## config.mk

```make
export PLATFORM = sky130hd
export DESIGN_NAME = spi_master
export DESIGN_NICKNAME = d
export VERILOG_FILES = /design/src/rtl/spi_pkg.sv /design/src/rtl/spi_clk_gen.sv /design/src/rtl/spi_master.sv
export SDC_FILE = /design/constraint.sdc
export NUM_CORES = 1
export LEC_CHECK = 0
export CAP_MARGIN = 20
export CELL_PAD_IN_SITES_DETAIL_PLACEMENT = 2
export CELL_PAD_IN_SITES_GLOBAL_PLACEMENT = 2
export CORE_UTILIZATION = 43
export CTS_BUF_LIST = sky130_fd_sc_hd__clkbuf_4
export DETAILED_ROUTE_END_ITERATION = 8
export DONT_BUFFER_PORTS = 1
export PLACE_DENSITY = 0.9
export SLEW_MARGIN = 20
export SYNTH_ARGS = -nofsm -noshare
export SYNTH_HDL_FRONTEND = slang
export SYNTH_HIERARCHICAL = 1
export SYNTH_SLANG_ARGS = --single-unit
```

## constraint.sdc

```tcl
create_clock -name clk_i -period 2.05 [get_ports clk_i]
set_clock_uncertainty 0.15 [all_clocks]
set_input_delay 0.41 -clock clk_i [delete_from_list [all_inputs] [get_ports clk_i]]
set_output_delay 0.41 -clock clk_i [all_outputs]
set_load 0.1 [all_outputs]
```

## src/rtl/spi_pkg.sv

```systemverilog
// Shared definitions for the SPI master: FSM state encoding and default
// transfer geometry.
package spi_pkg;

  localparam int DEF_WIDTH   = 8;
  localparam int DEF_CLK_DIV = 4;

  typedef enum logic [2:0] {
    ST_IDLE  = 3'd0,
    ST_LEAD  = 3'd1,
    ST_HIGH  = 3'd2,
    ST_LOW   = 3'd3,
    ST_TRAIL = 3'd4,
    ST_GAP   = 3'd5
  } spi_state_e;

endpackage

```

## src/rtl/spi_clk_gen.sv

```systemverilog
// Half-period tick generator: counts 0..CLK_DIV-1 and flags the last cycle
// of each SCLK half-period; held at zero while cleared.
module spi_clk_gen import spi_pkg::*; #(
  parameter int CLK_DIV = DEF_CLK_DIV
) (
  input  logic clk_i,
  input  logic reset_n_i,
  input  logic clear_i,
  output logic tick_o
);

  localparam int CW = (CLK_DIV > 1) ? $clog2(CLK_DIV) : 1;
  localparam logic [CW-1:0] LAST_CNT = CW'(CLK_DIV - 1);

  logic [CW-1:0] cnt_r;
  logic [CW-1:0] cnt_s;
  logic          tick_r;

  // Next count: wrap at the end of a half-period, hold zero when cleared.
  always_comb begin
    cnt_s = cnt_r;
    if (clear_i) begin
      cnt_s = '0;
    end else if (cnt_r == LAST_CNT) begin
      cnt_s = '0;
    end else begin
      cnt_s = cnt_r + CW'(1'b1);
    end
  end

  // Counter and registered tick, so the tick is high during the last cycle.
  always_ff @(posedge clk_i or negedge reset_n_i) begin
    if (!reset_n_i) begin
      cnt_r  <= '0;
      tick_r <= 1'b0;
    end else begin
      cnt_r  <= cnt_s;
      tick_r <= (cnt_s == LAST_CNT);
    end
  end

  assign tick_o = tick_r;

endmodule

```

## src/rtl/spi_master.sv

```systemverilog
// SPI master, mode 0 (CPOL=0, CPHA=0), all outputs registered.
// Define SPI_MASTER_LSB_FIRST_EN for LSB-first tx/rx; default is MSB first.
module spi_master import spi_pkg::*; #(
  parameter int WIDTH   = DEF_WIDTH,
  parameter int CLK_DIV = DEF_CLK_DIV
) (
  input  logic             clk_i,
  input  logic             reset_n_i,
  input  logic             start_i,
  input  logic [WIDTH-1:0] data_tx_i,
  input  logic             miso_i,
  output logic             sclk_o,
  output logic             ss_n_o,
  output logic             mosi_o,
  output logic [WIDTH-1:0] data_rx_o,
  output logic             busy_o,
  output logic             done_o
);

  localparam int CNT_W = $clog2(WIDTH) + 1;
  localparam logic [CNT_W-1:0] LAST_BIT = CNT_W'(WIDTH);

  spi_state_e       state_r, state_s;
  logic             sclk_r, sclk_s;
  logic             ss_n_r, ss_n_s;
  logic             mosi_r, mosi_s;
  logic             busy_r, busy_s;
  logic             done_r, done_s;
  logic [WIDTH-1:0] tx_shift_r, tx_shift_s;
  logic [WIDTH-1:0] rx_shift_r, rx_shift_s;
  logic [WIDTH-1:0] rx_data_r, rx_data_s;
  logic [CNT_W-1:0] bit_cnt_r, bit_cnt_s;
  logic             tick_s;
  logic             first_bit_s;
  logic             next_bit_s;
  logic [WIDTH-1:0] tx_next_s;
  logic [WIDTH-1:0] rx_next_s;

  spi_clk_gen #(.CLK_DIV(CLK_DIV)) u_clk_gen (
    .clk_i     (clk_i),
    .reset_n_i (reset_n_i),
    .clear_i   (state_r == ST_IDLE),
    .tick_o    (tick_s)
  );

`ifdef SPI_MASTER_LSB_FIRST_EN
  assign first_bit_s = data_tx_i[0];
  assign tx_next_s   = tx_shift_r >> 1'b1;
  assign next_bit_s  = tx_next_s[0];
  assign rx_next_s   = {miso_i, rx_shift_r[WIDTH-1:1]};
`else
  assign first_bit_s = data_tx_i[WIDTH-1];
  assign tx_next_s   = tx_shift_r << 1'b1;
  assign next_bit_s  = tx_next_s[WIDTH-1];
  assign rx_next_s   = {rx_shift_r[WIDTH-2:0], miso_i};
`endif

  // Next-state and next-output logic; every output is computed here and registered below.
  always_comb begin
    state_s    = state_r;
    sclk_s     = sclk_r;
    ss_n_s     = ss_n_r;
    mosi_s     = mosi_r;
    busy_s     = busy_r;
    done_s     = 1'b0;
    tx_shift_s = tx_shift_r;
    rx_shift_s = rx_shift_r;
    rx_data_s  = rx_data_r;
    bit_cnt_s  = bit_cnt_r;
    case (state_r)
      ST_IDLE: begin
        sclk_s    = 1'b0;
        ss_n_s    = 1'b1;
        mosi_s    = 1'b0;
        busy_s    = 1'b0;
        bit_cnt_s = '0;
        if (start_i) begin
          state_s    = ST_LEAD;
          ss_n_s     = 1'b0;
          busy_s     = 1'b1;
          mosi_s     = first_bit_s;
          tx_shift_s = data_tx_i;
          rx_shift_s = '0;
        end else begin
          state_s = ST_IDLE;
        end
      end
      ST_LEAD: begin
        if (tick_s) begin
          state_s    = ST_HIGH;
          sclk_s     = 1'b1;
          rx_shift_s = rx_next_s;
          bit_cnt_s  = bit_cnt_r + CNT_W'(1'b1);
        end else begin
          state_s = ST_LEAD;
        end
      end
      ST_HIGH: begin
        if (tick_s) begin
          state_s    = ST_LOW;
          sclk_s     = 1'b0;
          tx_shift_s = tx_next_s;
          mosi_s     = next_bit_s;
        end else begin
          state_s = ST_HIGH;
        end
      end
      ST_LOW: begin
        if (tick_s) begin
          if (bit_cnt_r == LAST_BIT) begin
            state_s = ST_TRAIL;
          end else begin
            state_s    = ST_HIGH;
            sclk_s     = 1'b1;
            rx_shift_s = rx_next_s;
            bit_cnt_s  = bit_cnt_r + CNT_W'(1'b1);
          end
        end else begin
          state_s = ST_LOW;
        end
      end
      ST_TRAIL: begin
        if (tick_s) begin
          state_s   = ST_GAP;
          ss_n_s    = 1'b1;
          mosi_s    = 1'b0;
          done_s    = 1'b1;
          rx_data_s = rx_shift_r;
        end else begin
          state_s = ST_TRAIL;
        end
      end
      ST_GAP: begin
        if (tick_s) begin
          state_s = ST_IDLE;
          busy_s  = 1'b0;
        end else begin
          state_s = ST_GAP;
        end
      end
      default: begin
        state_s = ST_IDLE;
        sclk_s  = 1'b0;
        ss_n_s  = 1'b1;
        mosi_s  = 1'b0;
        busy_s  = 1'b0;
      end
    endcase
  end

  // State and output registers; reset drops the link to idle immediately.
  always_ff @(posedge clk_i or negedge reset_n_i) begin
    if (!reset_n_i) begin
      state_r    <= ST_IDLE;
      sclk_r     <= 1'b0;
      ss_n_r     <= 1'b1;
      mosi_r     <= 1'b0;
      busy_r     <= 1'b0;
      done_r     <= 1'b0;
      tx_shift_r <= '0;
      rx_shift_r <= '0;
      rx_data_r  <= '0;
      bit_cnt_r  <= '0;
    end else begin
      state_r    <= state_s;
      sclk_r     <= sclk_s;
      ss_n_r     <= ss_n_s;
      mosi_r     <= mosi_s;
      busy_r     <= busy_s;
      done_r     <= done_s;
      tx_shift_r <= tx_shift_s;
      rx_shift_r <= rx_shift_s;
      rx_data_r  <= rx_data_s;
      bit_cnt_r  <= bit_cnt_s;
    end
  end

  assign sclk_o    = sclk_r;
  assign ss_n_o    = ss_n_r;
  assign mosi_o    = mosi_r;
  assign busy_o    = busy_r;
  assign done_o    = done_r;
  assign data_rx_o = rx_data_r;

endmodule

```

==> key figures, run 1 <==
Die
  • I/O Pins: 25
  • Core Region: 4384 um^2
  • Initial Util: 0.4529
  • Die ar.: around 4900 um^2
  • Die height: 69.96 um
  • Rows: 24
  • Die W: approximately 70 um

STA
  • Fin Setup TNS: 0 ps
  • RSZ-0062 raised after global routing: false
  • Min cycle time layout: roughly 1900 ps
  • Slew margin rel.: 0.3883
  • Final Hold Viols: 0
  • Slew @ Worst Pin: ~920 ps
  • Final worst-path setup slack: roughly 140 ps
  • Final setup violation count: 0
  • Max-slew violation count: 0
  • Fmax: roughly 520 MHz
  • Fin crit share: 0.9315

Final layout
  • Utilization after layout: 0.4860
  • Nets@finish: between 150 and 200
  • Antenna cells: 0
  • Synthesis-to-finish area growth: 7.309%
  • Share of cells above drive strength 1: 0.2568

Worst setup path
  • Crit Path Class: reg -> reg
  • Startpoint Class: register
  • Worst Path Max Fanout: 20
  • CP required: between 2000 and 2500 ps
  • Worst Setup End Kind: register
  • Worst R2R Path Depth: 4
  • Arrival @ worst endpoint: a little under 2000 ps

Yosys
  • Sequential fraction of the synthesis area: 0.4795
  • FFs w/ async S/R, synth: 1.000
  • Synth warn: 6
  • Post-synth EDFFs: 0
  • Unique masters post-synth: 41
  • Flops & latches, synth: 38
  • Post-Syn Area: 1986 um^2
  • Cells after Synth: roughly 180
  • Synthesized area per cell: around 11 um^2
  • Net count after synthesis: around 190
  • Main synth FF type: dfrtp_1

Global routing
  • Total Routing Usage GR: 0.2223
  • Gr ovfl total: 0
  • Pin count of the biggest net entering global routing: 39
  • Vias in the first global route: around 1600
  • First-pass GRT wire length: 8335 um
  • Antenna violations before repair: 0

Detailed routing
  • DR WL/cell: ~21 um
  • Routed Antenna Nets: 0
  • DRT iter0 DRCs: 57
  • WL final: between 4000 and 5000 um
  • TritonRoute pass-1 iters: 2
  • DRC errors left: 0
  • Vias: approximately 1400
  • Post-DR vias/cell: around 6.0

Clocking
  • Reg clk slew, reported paths: around 120 ps
  • CTS tree: done
  • Clk buf depth: 2
  • Clk_lat worst skew: 350 ps
  • Root Buffer: clkbuf_4
  • Clock buffer count from CTS: 5
  • Post-CTS Setup Inserts: 0
  • Clk sinks: 38
  • H-tree depth reported by CTS: 2

Power and ir drop
  • Pleak: 0.0008873 uW
  • Cell Pwr Density: roughly 1400 nW/um^2
  • Tot Pwr: 2886 uW
  • Peak VDD IR: 0.4849 mV

Run
  • Number of max-cap violations: 0

Placed design
  • Worst slack, placed: roughly 150 ps
  • IO Port Bufs: 0
  • DPL Wire Length: roughly 3500 um
  • Final GP Congestion: roughly 0.8

Hold path
  • Worst Hold Class: in -> reg
  • Hold Path Depth: 2

Run status
  • Status: finished, final reports clean
-- placed cells by master, fill, tap and decap left out, drive strengths merged, types with 2 or more instances in the layout --
cell and count:
dfrtp 37, o22ai 2, buf 12, o21ai 13, a21oi 7, clkbuf 5, inv 15, a2bb2oi 4
nand2 8, o221ai 10, nor2b 4, a22oi 8, and3b 3, ha 3, clkinv 2, mux2 20
nor2 4, nor3b 2, nor3 2, nand3 2, or2 2, nand3b 2
-- cells in the mapped netlist (all sizes together) (2+ instances only) --
cell,number,area share
dfrtp,37,0.47
o221ai,10,0.044
nor3,2,0.0050
a22oi,8,0.030
inv,15,0.028
or2,2,0.0063
nor2,4,0.0076
a2bb2oi,4,0.018
nand3b,2,0.0076
nor2b,4,0.014
nand2,8,0.015
ha,3,0.019
nand3,2,0.0050
a21oi,7,0.023
nor3b,2,0.016
o21ai,13,0.033
and3b,3,0.013
clkbuf,2,0.0038
buf,12,0.046
o22ai,2,0.0063
mux2,20,0.11
-- worst max-delay path, cell delays in order, from the launching register on --
cell and delay (ps):
dfrtp_1 510, buf_4 220, or2_2 460, o21ai_0 280, a22oi_1 150
-- kinds of logic (layout without fill, tap and decap cells) --
logic type | after synthesis | in the layout | share of synthesized area
fa+ha+maj | 3 | 3 | 0.01891
flops | 38 | 38 | 0.4795
buf+inv | 29 | 36 | 0.07814
mux | 21 | 21 | 0.1248
xor+xnor | 1 | 1 | 0.004412
simple gates | 33 | 33 | 0.1084
compound gates | 51 | 51 | 0.1859
-- power breakdown --
group | switching (uW) | internal [uW] | total, uW
registers | 206 | 946 | 1150
logic | 839 | 503 | 1340
clock network | 265 | 128 | 392
-- flip-flops by register name, summed over array words and instances, names as in the netlist --
name              flops
data_rx_o             8
rx_shift_r            8
tx_shift_r            7
bit_cnt_r             4
state_r               3
u_clk_gen/cnt_r       2
busy_o                1
done_o                1
mosi_o                1
sclk_o                1
ss_n_o                1
u_clk_gen/tick_o      1
-- stage by stage --
| stage | instances | area [um^2] | hold WS (ps) |
|---|---|---|---|
| after CTS | 235 | 2131 | 19.23 |
| after detailed placement | 225 | 2047 | -34.65 |
| after global routing | 235 | 2131 | 32.70 |
| after global placement | 225 | 2047 | -34.01 |
| after floorplan | 176 | 1986 | -35.59 |
| final | 235 | 2131 | 29.69 |
-- routing by layer --
metal,part of all wire,track usage,vias up
met5,0,0,-
met4,0.022,0.08000,0
met3,0.034,0.04762,11
met2,0.55,0.4199,29
met1,0.39,0.2411,729
li1,-,-,651
-- worst paths after layout --
| path | endpoint | slack (ps) | from |
|---|---|---|---|
| max in group asynchronous | ss_n_o | 1160 | reset_n_i |
| min | rx_shift_r[0] | 30 | miso_i |
| max reg2reg | rx_shift_r[1] | 140 | state_r[2] |
| min reg2reg | u_clk_gen/tick_o | 370 | u_clk_gen/cnt_r[0] |
| max | rx_shift_r[1] | 140 | state_r[2] |
| min in group asynchronous | busy_o | 340 | reset_n_i |
-- layout make-up --
class	count	area [um^2]
Clock inverter	3	16.27
Multi-Input combinational cell	109	878.3
Inverter	15	56.30
Fill cell	451	2253
Tap cell	52	65.06
Sequential cell	38	952.2
Clock buffer	5	37.54
Timing Repair Buffer	13	125.1
-- repair_timing --
action,CTS,global route
endpoints found under the hold margin,38,0
hold buffers,2,0
resized for setup,0,0
Note: power is estimated with default switching activity, not from simulation.
==> run 2: changes to the inputs <==
--- a/config.mk
+++ b/config.mk
@@ -12,7 +12,7 @@
 export CTS_BUF_LIST = sky130_fd_sc_hd__clkbuf_4
 export DETAILED_ROUTE_END_ITERATION = 8
 export DONT_BUFFER_PORTS = 1
-export PLACE_DENSITY = 0.9
+export PLACE_DENSITY_LB_ADDON = 0.1
 export SLEW_MARGIN = 20
 export SYNTH_ARGS = -nofsm -noshare
 export SYNTH_HDL_FRONTEND = slang
==> key figures, run 2 (synthesis gave the netlist of run 1 again) <==
Run status
  • Status: finished, final reports clean

STA
  • Final Hold Viols: 0 (unchanged)
  • Slew @ Worst Pin: 897.8 ps (-19.80 ps)
  • Final worst-path setup slack: 174.4 ps (+33.88 ps)
  • Slew margin rel.: 0.4015 (+0.01320)
  • Fin Setup TNS: 0 ps (unchanged)
  • Max-slew violation count: 0 (unchanged)
  • RSZ-0062 raised after global routing: false
  • Fmax: 533.2 MHz (+1.8%)
  • Final setup violation count: 0 (unchanged)
  • Fin crit share: 0.9149 (-0.01652)
  • Min cycle time layout: 1876 ps (-33.88 ps)

Detailed routing
  • Post-DR vias/cell: 6.013 (-0.49%)
  • WL final: 4514 um (-8.2%)
  • DR WL/cell: 19.05 um (-9.0%)
  • Routed Antenna Nets: 0 (unchanged)
  • DRT iter0 DRCs: 50 (-12%)
  • TritonRoute pass-1 iters: 5 (+3)
  • Vias: 1425 (+0.35%)
  • DRC errors left: 0 (unchanged)

Power and ir drop
  • Pleak: 0.0008913 uW (+0.45%)
  • Part of the power in registers: 0.397 (-0.002)
  • Net Sw Frac: 0.4494 (-0.004255)
  • Peak VDD IR: 0.5227 mV (+7.8%)
  • Sw Pwr: 1276 uW (-2.6%)
  • Pint: 1563 uW (-0.89%)
  • Clock power frac: 0.136 (about the same)
  • Comb pwr share: 0.467 (+0.002)
  • Cell Pwr Density: 1331 nW/um^2 (-1.8%)

Global routing
  • Met1 Use GR: 0.2507 (+0.009613)
  • Total Routing Usage GR: 0.2060 (-0.01627)
  • Gr ovfl total: 0 (unchanged)
  • Grt met3 use: 0.05195 (+0.004329)
  • Vias in the first global route: 1566 (-4.9%)
  • First-pass GRT wire length: 7831 um (-6.0%)
  • Most used routing layer: met2
  • Antenna violations before repair: 0 (unchanged)
  • Routing usage on met2: 0.3622 (-0.05769)
  • Pin count of the biggest net entering global routing: 39 (unchanged)

Clocking
  • Root Buffer: clkbuf_4
  • Post-CTS Setup Inserts: 0 (unchanged)
  • CTS tree: done
  • Clk buf depth: 2 (unchanged)
  • Post-cts hold buffer count: 2 (unchanged)
  • Resize count post-CTS: 0 (unchanged)
  • H-tree depth reported by CTS: 2 (unchanged)
  • Reg clk slew, reported paths: 120 ps (about the same)
  • Clock buffer count from CTS: 5 (unchanged)
  • Clk sinks: 38 (unchanged)
  • Clk_lat worst skew: 360 ps (about the same)

Worst setup path
  • Startpoint Class: register
  • CP max-delay cell: dfrtp_1
  • Worst Setup End Kind: register
  • Reg2reg end: tx_shift_r[4]
  • Crit Path Class: reg -> reg
  • Arrival @ worst endpoint: 1970 ps (about the same)
  • Most frequent CP cell: mux2_2
  • Worst Path Buf+Inv: 0 (-1)
  • CP required: 2140 ps (+30 ps)
  • Critical Path Stages: 3 (-1)
  • Crit Reg-Reg Startpoint: state_r[0]
  • CP cell instances: nor3b_4 -> mux2_2 -> mux2_2
  • Worst Path Max Fanout: 10 (-50%)
  • Worst R2R Path Depth: 3 (-1)
  • Max stage delay on crit path: 550 ps (+40 ps)
  • CP delay by family, top: multiplexers
  • R2R setup slack: 170 ps (+30 ps)

Die
  • Die ar.: 4894 um^2 (unchanged)
  • Rows: 24 (unchanged)
  • Initial Util: 0.4529 (unchanged)
  • Die height: 69.96 um (unchanged)
  • Core Region: 4384 um^2 (unchanged)
  • Die W: 69.96 um (unchanged)
  • I/O Pins: 25 (unchanged)

Placed design
  • Final GP Congestion: 0.7054 (-12%)
  • Placed Area: 2049 um^2 (+0.12%)
  • DPL Wire Length: 3184 um (-9.9%)
  • Worst slack, placed: 173.4 ps (+22.05 ps)
  • IO Port Bufs: 0 (unchanged)
  • DP Cell Count: 227 (+0.89%)

Final layout
  • Synthesis-to-finish area growth: 7.436%
  • Nets@finish: 199 (+1.0%)
  • Most common cell after layout, fill and taps aside: dfrtp_1
  • Finished Layout Cells: 237 (+0.85%)
  • Antenna cells: 0 (unchanged)
  • Most frequent cells in the layout: dfrtp_1, mux2_2, inv_1
  • Share of cells above drive strength 1: 0.2649 (+0.008034)
  • Cell area after layout: 2133 um^2 (+0.12%)
  • Fill count: 465 (+3.1%)
  • Utilization after layout: 0.4866 (+0.0005710)

Hold path
  • Worst Hold Class: in -> reg
  • Hold Path Depth: 2 (unchanged)
  • Worst Hold Path EP: rx_shift_r[0]
  • Min-Delay Startpoint: miso_i

Run
  • Number of max-cap violations: 0 (unchanged)
## run 2: cell count changes in the layout (fill, tap and decap cells not counted)
cell and change:
buf_4 +3, buf_12 -1
## run 2: layout make-up
cell class / count / area (um^2) / share of cell area
Clock buffer: 5 / 37.54 / 0.01760
Timing Repair Buffer: 15 / 127.6 / 0.05982
Clock inverter: 3 / 16.27 / 0.007625
Multi-Input combinational cell: 109 / 878.3 / 0.4117
Tap cell: 52 / 65.06 / 0.03050
Sequential cell: 38 / 952.2 / 0.4463
Inverter: 15 / 56.30 / 0.02639
## run 2: worst max path at each step
stage	start	end	slack [ps]
after floorplan	state_r[0]	tx_shift_r[1]	400
after global placement	state_r[0]	tx_shift_r[2]	260
after detailed placement	state_r[0]	tx_shift_r[4]	170
after CTS	state_r[0]	tx_shift_r[4]	150
after global routing	state_r[0]	bit_cnt_r[0]	60
final	state_r[0]	tx_shift_r[4]	170
## run 2: layer usage
layer,vias up,wire length [um]
li1,656,-
met1,740,1911
met2,21,2410
met3,8,136
met4,0,56
met5,-,0
## run 2: worst reg2reg max path: stages, from the launching register on
cell and delay (ps):
dfrtp_1 550, nor3b_4 400, mux2_2 390, mux2_2 270
## run 2: power by group through the flow
| stage | sequential (uW) | combinational, uW | clock [uW] |
|---|---|---|---|
| after global placement | 1130 | 1240 | 0 |
| after global routing | 1160 | 1440 | 433 |
| after CTS | 1130 | 1340 | 400 |
| after floorplan | 1340 | 859 | 0 |
| final | 1130 | 1320 | 386 |
| after detailed placement | 1150 | 1310 | 0 |
## run 2: stage by stage
stage	hold slack [ps]	power (uW)
final	28.31	2839
after floorplan	-35.59	2194
after CTS	24.48	2869
after global placement	-34.70	2366
after detailed placement	-34.79	2452
after global routing	37.56	3038
==> run 3: changes to the inputs <==
--- a/config.mk
+++ b/config.mk
@@ -10,6 +10,7 @@
 export CELL_PAD_IN_SITES_GLOBAL_PLACEMENT = 2
 export CORE_UTILIZATION = 43
 export CTS_BUF_LIST = sky130_fd_sc_hd__clkbuf_4
+export CTS_CLUSTER_DIAMETER = 150
 export DETAILED_ROUTE_END_ITERATION = 8
 export DONT_BUFFER_PORTS = 1
 export PLACE_DENSITY_LB_ADDON = 0.1
==> results of run 3 <==
Same layout as run 2: the final DEF is identical, and so are final timing and power.
